<file path="config.mk">
export PLATFORM = sky130hd
export DESIGN_NAME = jt900h_alu_ctl_flat
export DESIGN_NICKNAME = d
export VERILOG_FILES = /design/src/rtl/jt900h_alu_ctl_if.sv /design/src/rtl/jt900h_alu_ctl.sv /design/src/flat_wrapper.sv
export SDC_FILE = /design/constraint.sdc
export NUM_CORES = 1
export LEC_CHECK = 0
export BUFFER_PORTS_ARGS = -buffer_cell sky130_fd_sc_hd__buf_2
export CORE_ASPECT_RATIO = 0.5
export CORE_MARGIN = 1
export CORE_UTILIZATION = 49
export CTS_CLUSTER_DIAMETER = 80
export DETAILED_ROUTE_END_ITERATION = 8
export PLACE_DENSITY = 0.89
export RECOVER_POWER = 50
export REMOVE_ABC_BUFFERS = 1
export SETUP_SLACK_MARGIN = 0.02
export SLEW_MARGIN = 40
export SYNTH_ARGS = -nofsm -noshare
export SYNTH_HDL_FRONTEND = slang
export SYNTH_SLANG_ARGS = --single-unit
export TNS_END_PERCENT = 1
</file>
<file path="constraint.sdc">
create_clock -name clk -period 2.6 [get_ports clk]
set_input_delay 0.52 -clock clk [delete_from_list [all_inputs] [get_ports clk]]
set_output_delay 0.52 -clock clk [all_outputs]
set_load 0.01 [all_outputs]
</file>
<file path="src/rtl/jt900h_alu_ctl_if.sv">
// Command handshake between the instruction decoder and the ALU sequencer.
// The decoder holds req and the cmd_* fields until ready is seen high.
interface jt900h_alu_ctl_if;
    logic        req;
    logic        ready;
    logic [5:0]  cmd_sel;
    logic [2:0]  cmd_w;
    logic [7:0]  cmd_srca;
    logic [7:0]  cmd_srcb;
    logic [7:0]  cmd_dst;
    logic [31:0] cmd_imm;
    logic        cmd_useimm;
    logic        cmd_wb;
    logic        cmd_updf;

    modport master (
        output req, cmd_sel, cmd_w, cmd_srca, cmd_srcb,
        output cmd_dst, cmd_imm, cmd_useimm, cmd_wb, cmd_updf,
        input  ready
    );

    modport slave (
        input  req, cmd_sel, cmd_w, cmd_srca, cmd_srcb,
        input  cmd_dst, cmd_imm, cmd_useimm, cmd_wb, cmd_updf,
        output ready
    );
endinterface

</file>
<file path="src/rtl/jt900h_alu_ctl.sv">
// ALU sequencer: reads operands from the register file, fires the ALU
// for one cycle, then writes the result back and updates the F register.
module jt900h_alu_ctl #(
    parameter logic [7:0] FRST = 8'h00
) (
    input  logic                 clk,
    input  logic                 rst,
    jt900h_alu_ctl_if.slave      cmd,
    output logic [7:0]           rf_addr,
    input  logic [31:0]          rf_rdata,
    output logic                 rf_we,
    output logic [7:0]           rf_waddr,
    output logic [31:0]          rf_wdata,
    output logic [3:0]           rf_wmask,
    output logic [31:0]          alu_op0,
    output logic [31:0]          alu_op1,
    output logic [31:0]          alu_imm,
    output logic                 alu_opmux,
    output logic [2:0]           alu_w,
    output logic [5:0]           alu_sel,
    output logic                 alu_cen,
    input  logic [31:0]          alu_dout,
    input  logic [7:0]           alu_flags,
    output logic [7:0]           flags,
    output logic                 done
);

    typedef enum logic [2:0] {
        IDLE,
        RDA,
        RDB,
        EXE,
        WB
    } state_t;

    state_t      state;
    state_t      nxt;

    logic [5:0]  sel_r;
    logic [2:0]  w_r;
    logic [7:0]  srca_r;
    logic [7:0]  srcb_r;
    logic [7:0]  dst_r;
    logic [31:0] imm_r;
    logic        useimm_r;
    logic        wb_r;
    logic        updf_r;

    logic [31:0] op0_r;
    logic [31:0] op0_hold;
    logic [31:0] op1_hold;
    logic [31:0] op0_live;
    logic [31:0] op1_live;
    logic        accept;

    assign accept = cmd.req & cmd.ready;

    // With an immediate the A read lands directly in EXE, bypassing op0_r
    assign op0_live = useimm_r ? rf_rdata : op0_r;
    assign op1_live = useimm_r ? imm_r    : rf_rdata;

    always_ff @(posedge clk or negedge rst) begin
        if (!rst) begin
            state    <= IDLE;
            sel_r    <= '0;
            w_r      <= '0;
            srca_r   <= '0;
            srcb_r   <= '0;
            dst_r    <= '0;
            imm_r    <= '0;
            useimm_r <= 1'b0;
            wb_r     <= 1'b0;
            updf_r   <= 1'b0;
            op0_r    <= '0;
            op0_hold <= '0;
            op1_hold <= '0;
            flags    <= FRST;
        end else begin
            state <= nxt;
            if (accept) begin
                sel_r    <= cmd.cmd_sel;
                w_r      <= cmd.cmd_w;
                srca_r   <= cmd.cmd_srca;
                srcb_r   <= cmd.cmd_srcb;
                dst_r    <= cmd.cmd_dst;
                imm_r    <= cmd.cmd_imm;
                useimm_r <= cmd.cmd_useimm;
                wb_r     <= cmd.cmd_wb;
                updf_r   <= cmd.cmd_updf;
            end
            if (state == RDB) begin
                op0_r <= rf_rdata;
            end
            if (state == EXE) begin
                op0_hold <= op0_live;
                op1_hold <= op1_live;
            end
            if (state == WB && updf_r) begin
                flags <= alu_flags;
            end
        end
    end

    always_comb begin
        nxt       = state;
        cmd.ready = 1'b0;
        rf_addr   = 8'h00;
        alu_cen   = 1'b0;
        rf_we     = 1'b0;
        done      = 1'b0;
        unique case (state)
            IDLE: begin
                cmd.ready = 1'b1;
                if (cmd.req) begin
                    nxt = RDA;
                end
            end
            RDA: begin
                rf_addr = srca_r;
                nxt     = useimm_r ? EXE : RDB;
            end
            RDB: begin
                rf_addr = srcb_r;
                nxt     = EXE;
            end
            EXE: begin
                alu_cen = 1'b1;
                nxt     = WB;
            end
            WB: begin
                done  = 1'b1;
                rf_we = wb_r;
                nxt   = IDLE;
            end
            default: nxt = IDLE;
        endcase
    end

    // Byte beats word beats long, so multi-hot and zero widths still decode
    always_comb begin
        rf_wmask = 4'b1111;
        priority case (1'b1)
            w_r[0]:  rf_wmask = 4'b0001;
            w_r[1]:  rf_wmask = 4'b0011;
            default: rf_wmask = 4'b1111;
        endcase
    end

    assign rf_waddr  = dst_r;
    assign rf_wdata  = alu_dout;

    assign alu_op0   = (state == EXE) ? op0_live : op0_hold;
    assign alu_op1   = (state == EXE) ? op1_live : op1_hold;
    assign alu_imm   = imm_r;
    assign alu_opmux = useimm_r;
    assign alu_w     = w_r;
    assign alu_sel   = sel_r;

endmodule

</file>
<file path="src/flat_wrapper.sv">
// flat-port wrapper written by rule: the top's interface ports become plain ports
module jt900h_alu_ctl_flat 
#(
    parameter logic [7:0] FRST = 8'h00
)
  (clk, rst, rf_addr, rf_rdata, rf_we, rf_waddr, rf_wdata, rf_wmask, alu_op0, alu_op1, alu_imm, alu_opmux, alu_w, alu_sel, alu_cen, alu_dout, alu_flags, flags, done, cmd_req, cmd_cmd_sel, cmd_cmd_w, cmd_cmd_srca, cmd_cmd_srcb, cmd_cmd_dst, cmd_cmd_imm, cmd_cmd_useimm, cmd_cmd_wb, cmd_cmd_updf, cmd_ready);
  jt900h_alu_ctl_if cmd_i ();
  input  logic clk;
  input  logic rst;
  output logic [7:0] rf_addr;
  input  logic [31:0] rf_rdata;
  output logic rf_we;
  output logic [7:0] rf_waddr;
  output logic [31:0] rf_wdata;
  output logic [3:0] rf_wmask;
  output logic [31:0] alu_op0;
  output logic [31:0] alu_op1;
  output logic [31:0] alu_imm;
  output logic alu_opmux;
  output logic [2:0] alu_w;
  output logic [5:0] alu_sel;
  output logic alu_cen;
  input  logic [31:0] alu_dout;
  input  logic [7:0] alu_flags;
  output logic [7:0] flags;
  output logic done;
  input wire logic [$bits(cmd_i.req)-1:0] cmd_req;
  input wire logic [$bits(cmd_i.cmd_sel)-1:0] cmd_cmd_sel;
  input wire logic [$bits(cmd_i.cmd_w)-1:0] cmd_cmd_w;
  input wire logic [$bits(cmd_i.cmd_srca)-1:0] cmd_cmd_srca;
  input wire logic [$bits(cmd_i.cmd_srcb)-1:0] cmd_cmd_srcb;
  input wire logic [$bits(cmd_i.cmd_dst)-1:0] cmd_cmd_dst;
  input wire logic [$bits(cmd_i.cmd_imm)-1:0] cmd_cmd_imm;
  input wire logic [$bits(cmd_i.cmd_useimm)-1:0] cmd_cmd_useimm;
  input wire logic [$bits(cmd_i.cmd_wb)-1:0] cmd_cmd_wb;
  input wire logic [$bits(cmd_i.cmd_updf)-1:0] cmd_cmd_updf;
  output wire logic [$bits(cmd_i.ready)-1:0] cmd_ready;
  assign cmd_i.req = cmd_req;
  assign cmd_i.cmd_sel = cmd_cmd_sel;
  assign cmd_i.cmd_w = cmd_cmd_w;
  assign cmd_i.cmd_srca = cmd_cmd_srca;
  assign cmd_i.cmd_srcb = cmd_cmd_srcb;
  assign cmd_i.cmd_dst = cmd_cmd_dst;
  assign cmd_i.cmd_imm = cmd_cmd_imm;
  assign cmd_i.cmd_useimm = cmd_cmd_useimm;
  assign cmd_i.cmd_wb = cmd_cmd_wb;
  assign cmd_i.cmd_updf = cmd_cmd_updf;
  assign cmd_ready = cmd_i.ready;
  jt900h_alu_ctl #(.FRST(FRST)) u_core (.clk(clk), .rst(rst), .cmd(cmd_i), .rf_addr(rf_addr), .rf_rdata(rf_rdata), .rf_we(rf_we), .rf_waddr(rf_waddr), .rf_wdata(rf_wdata), .rf_wmask(rf_wmask), .alu_op0(alu_op0), .alu_op1(alu_op1), .alu_imm(alu_imm), .alu_opmux(alu_opmux), .alu_w(alu_w), .alu_sel(alu_sel), .alu_cen(alu_cen), .alu_dout(alu_dout), .alu_flags(alu_flags), .flags(flags), .done(done));
endmodule
</file>
### Yosys cells after proc, flatten, opt, wreduce, memory -nomap -nowiden

Index checks and enable logic that the tools add are counted.

* eq/ne operators: 5
* multiplexer cells: 14
* bitwise gates (word level): 1
* reduce and logical (&&, ||, !) cells: 2

Operators with widths (count)
* $mux W32: 4
* $pmux W8 S2: 1
* $pmux W3 S4: 1
* $mux W4: 2
* $eq A3 B2 Y1 const B: 2
* $mux W1: 5
* $eq A3 B1 Y1 const B: 1
* $eq A3 B3 Y1 const B: 1
* $logic_not A3 Y1: 1
* $mux W3: 1
* $ne A2 B2 Y1 const B: 1
* $and A1 B1 Y1: 1
* $logic_and A1 B1 Y1: 1

* register bits after elaboration: 175
* input bits: 143
* output and inout port bits: 170

### Logic depth before layout (Yosys ltp)

* word-level depth: 3
* mapped depth: 5

### Worst setup path before layout

No wires, ideal clock.

* path kind: register to output
* from: reg u_core.useimm_r, in the netlist u_core.alu_opmux
* to: out alu_op0[0]
* data arrival time: 1.623 ns
* setup slack: 0.457 ns
* stages on the path, launching flop included: 5
* cells stage by stage: dfrtp_1 > buf_2 > buf_1 > mux2_2 > mux2_2

* word-level cells in the longest chain between the ends: 2

RTL lines
* start: declaration: RTL line jt900h_alu_ctl.sv:45 `logic useimm_r;`
* start signal: assignment: RTL line jt900h_alu_ctl.sv:87 `useimm_r <= cmd.cmd_useimm;`
* $mux W32: RTL line jt900h_alu_ctl.sv:59 `assign op0_live = useimm_r ? rf_rdata : op0_r;`
* $mux W32: RTL line jt900h_alu_ctl.sv:152 `assign alu_op0 = (state == EXE) ? op0_live : op0_hold;`
* end: declaration: RTL line flat_wrapper.sv:16 `output logic [31:0] alu_op0;`

No other way between the ends.

### Final worst setup path

* from: reg u_core.state[1]
* to: out alu_op0[18]

* word-level cells in the longest chain between the ends: 2

RTL lines
* start: declaration: RTL line jt900h_alu_ctl.sv:36 `state_t state;`
* start signal: assignment: RTL line jt900h_alu_ctl.sv:79 `state <= nxt;`
* $eq A3 B2 Y1: RTL line jt900h_alu_ctl.sv:152
* $mux W32: RTL line jt900h_alu_ctl.sv:152

No other way between the ends.

==> results.json <==
{
  "maxSlewViolCount": 0,
  "yosysTopAreaCell": "dfrtp_1",
  "ys_types": 22,
  "finalHoldViolations": 0,
  "drv_cap": 0,
  "rows": 32,
  "timing.fmax_mhz": 404.3,
  "die_h_um": 90.90,
  "gp_congestion": 0.7957,
  "setup_viol": 0,
  "start_util_pct": 50.24,
  "final_cell_area_um2": 9458,
  "synthToLayoutAreaGrowth_pct": 22.12,
  "clock_path_buffers": 2,
  "detail-route-antenna-nets": 0,
  "grt_pass1_vias": 5247,
  "cts_setup_buffers": 0,
  "power.leakage_nw": 4.288,
  "startpoint_type": "register",
  "dpl-instance-area_um2": 8992,
  "p_per_area_nw_per_um2": 1409,
  "yosysTopAreaCellShare_pct": 56.54,
  "wirelength_um": 18090,
  "ys_ff_latch": 175,
  "finalCritPeriodShare_pct": 95.14,
  "fin_nets": 875,
  "crit_fanout": 65,
  "grt_overflow_total": 0,
  "core_area_um2": 15410,
  "violations": "design-rule violations",
  "worstPathArrival_ns": 1.95,
  "cts_resized": 0,
  "wire_per_inst_um": 19.09,
  "numCtsBuffers": 17,
  "diodes": 0,
  "worst_pin_slew_ns": 1.329,
  "drc": 8,
  "h-tree-depth": 4,
  "clk-insertion-delay-late_ns": 0.42,
  "ioPinCount": 313,
  "drive_gt1_share_pct": 62.23,
  "syn_area_um2": 7745,
  "synthCells": 518,
  "via_per_inst": 5.261,
  "setup_tns_ns": 0,
  "finClkSkew_ns": 0.01359,
  "vias": 4987,
  "cts_root_buf": "clkbuf_16",
  "synthTopCellsByCount": "mux2_2, dfrtp_1, buf_4, mux2_1, buf_2",
  "crit_type": "register to output port",
  "cts_tree": "yes",
  "ctsHoldBuffers": 0,
  "min_period_ns": 2.474,
  "worst-endpoint-required_ns": 2.08,
  "dieArea_um2": 16340,
  "yosysMostFrequentCell": "mux2_2",
  "use_met1_pct": 27.76,
  "crit_path_end_kind": "output port",
  "drt-pass1-iter-count": 6,
  "synth_enable_flop_cells": 0,
  "status": "finished with violations",
  "peakVddDrop_v": 0.0006392,
  "synthFlopType": "dfrtp_1",
  "synthTopCellsByArea": "dfrtp_1, mux2_2, buf_4",
  "cts_sinks": 175,
  "clk_pin_slew_worst_paths_ns": 0.08,
  "hpwl_um": 12920,
  "ys_seq_area_share_pct": 56.54,
  "grt_util_met3_pct": 8.589,
  "ys_warn_count": 0,
  "grt_util_all_layers_pct": 22.65,
  "placed_cells": 917,
  "die_x_um": 179.8,
  "grt_max_degree": 66,
  "slew_headroom_pct": 11.37,
  "portBuffers": 247,
  "async_flop_share_pct": 100.0,
  "hp-class": "input pin to register",
  "grt.busiest_layer": "met2",
  "fin_cells": 948,
  "antenna_found_initial": 0,
  "rsz0062_at_grt": "false",
  "gr-usage-met2_pct": 37.29,
  "grt_pass1_wl_um": 28200,
  "drt_iter0_drc": 195,
  "p_total_mw": 13.33,
  "syn_area_per_cell_um2": 14.95
}
-- state kept, by name, summed over array words and instances (netlist names) --
| name | count |
|---|---|
| u_core.alu_imm | 32 |
| u_core.alu_opmux | 1 |
| u_core.alu_sel | 6 |
| u_core.alu_w | 3 |
| u_core.flags | 8 |
| u_core.op0_hold | 32 |
| u_core.op0_r | 32 |
| u_core.op1_hold | 32 |
| u_core.rf_waddr | 8 |
| u_core.srca_r | 8 |
| u_core.srcb_r | 8 |
| u_core.state | 3 |
| u_core.updf_r | 1 |
| u_core.wb_r | 1 |
-- stage by stage --
stage	utilization [%]	setup WS (ns)	hold WS, ns
3_3_place_gp	58.34	0.5736	0.4627
4_1_cts	62.02	0.09124	0.05382
5_1_grt	61.36	0.02756	0.3008
2_1_floorplan	-	-0.8806	0.2244
6_report	61.36	0.1265	0.3129
3_5_place_dp	58.34	0.5566	0.4744
-- layer usage --
layer | wire, µm | vias up
li1 | - | 2232
met1 | 7470 | 2587
met2 | 9095 | 142
met3 | 1250 | 26
met4 | 276 | 0
met5 | 0 | -
-- final timing paths --
path                                     from            endpoint  slack [ns]  depth (start not counted)
setup / recovery              u_core.state[1]         alu_op0[18]        0.13                          4
hold / removal                cmd_cmd_srca[0]    u_core.srca_r[0]        0.31                          2
setup reg to reg              u_core.state[1]   u_core.alu_imm[2]        0.57                          4
hold reg to reg            u_core.rf_waddr[2]  u_core.rf_waddr[2]        0.49                          1
max in group asynchronous                 rst    u_core.op0_r[12]        0.46                          2
min in group asynchronous                 rst    u_core.srca_r[0]        0.38                          1
-- layout by cell type (no fill, tap or decap), types with 2 or more instances in the layout --
master	synthesis	final
mux2_2	216	216
buf_2	19	197
dfrtp_1	175	174
clkbuf_1	5	50
mux2_1	20	20
nand3b_1	17	17
clkbuf_16	0	17
a21oi_1	9	9
buf_4	35	9
clkbuf_2	0	5
inv_6	0	4
clkinvlp_4	0	3
clkinv_4	0	3
nor2_1	2	2
buf_12	0	2
-- power by group --
group / internal, mW / leakage, nW / switching (mW)
registers: 4.14 / 2.08 / 0.665
clock network: 1.36 / 0.269 / 1.11
logic: 3.16 / 1.94 / 2.89
total: 8.66 / 4.29 / 4.66
-- cells by family (layout without fill, tap and decap cells) --
group,after synthesis,after routing,synth area share [%]
xor+xnor,1,1,0.1131
other cells,1,1,0.04842
flops,175,175,56.54
simple gates,27,27,2.811
mux,236,236,34.31
buf+inv,68,294,5.493
compound gates,10,10,0.6785
-- cell type report --
cell class,count,area (µm²)
repair buffers,262,1303
multi-input cells,275,2948
well taps,204,255.2
flip-flops and latches,175,4380
fillers,1199,5957
clock buffers,19,442.9
inverters,1,3.754
clock inverters,12,125.1
-- critical path, cell delays in order, from the launching register on --
cell and delay (ns):
dfrtp_1 0.41, and3b_2 0.23, buf_12 0.32, mux2_2 0.40, buf_2 0.15
Note: power is estimated with default switching activity, not from simulation.
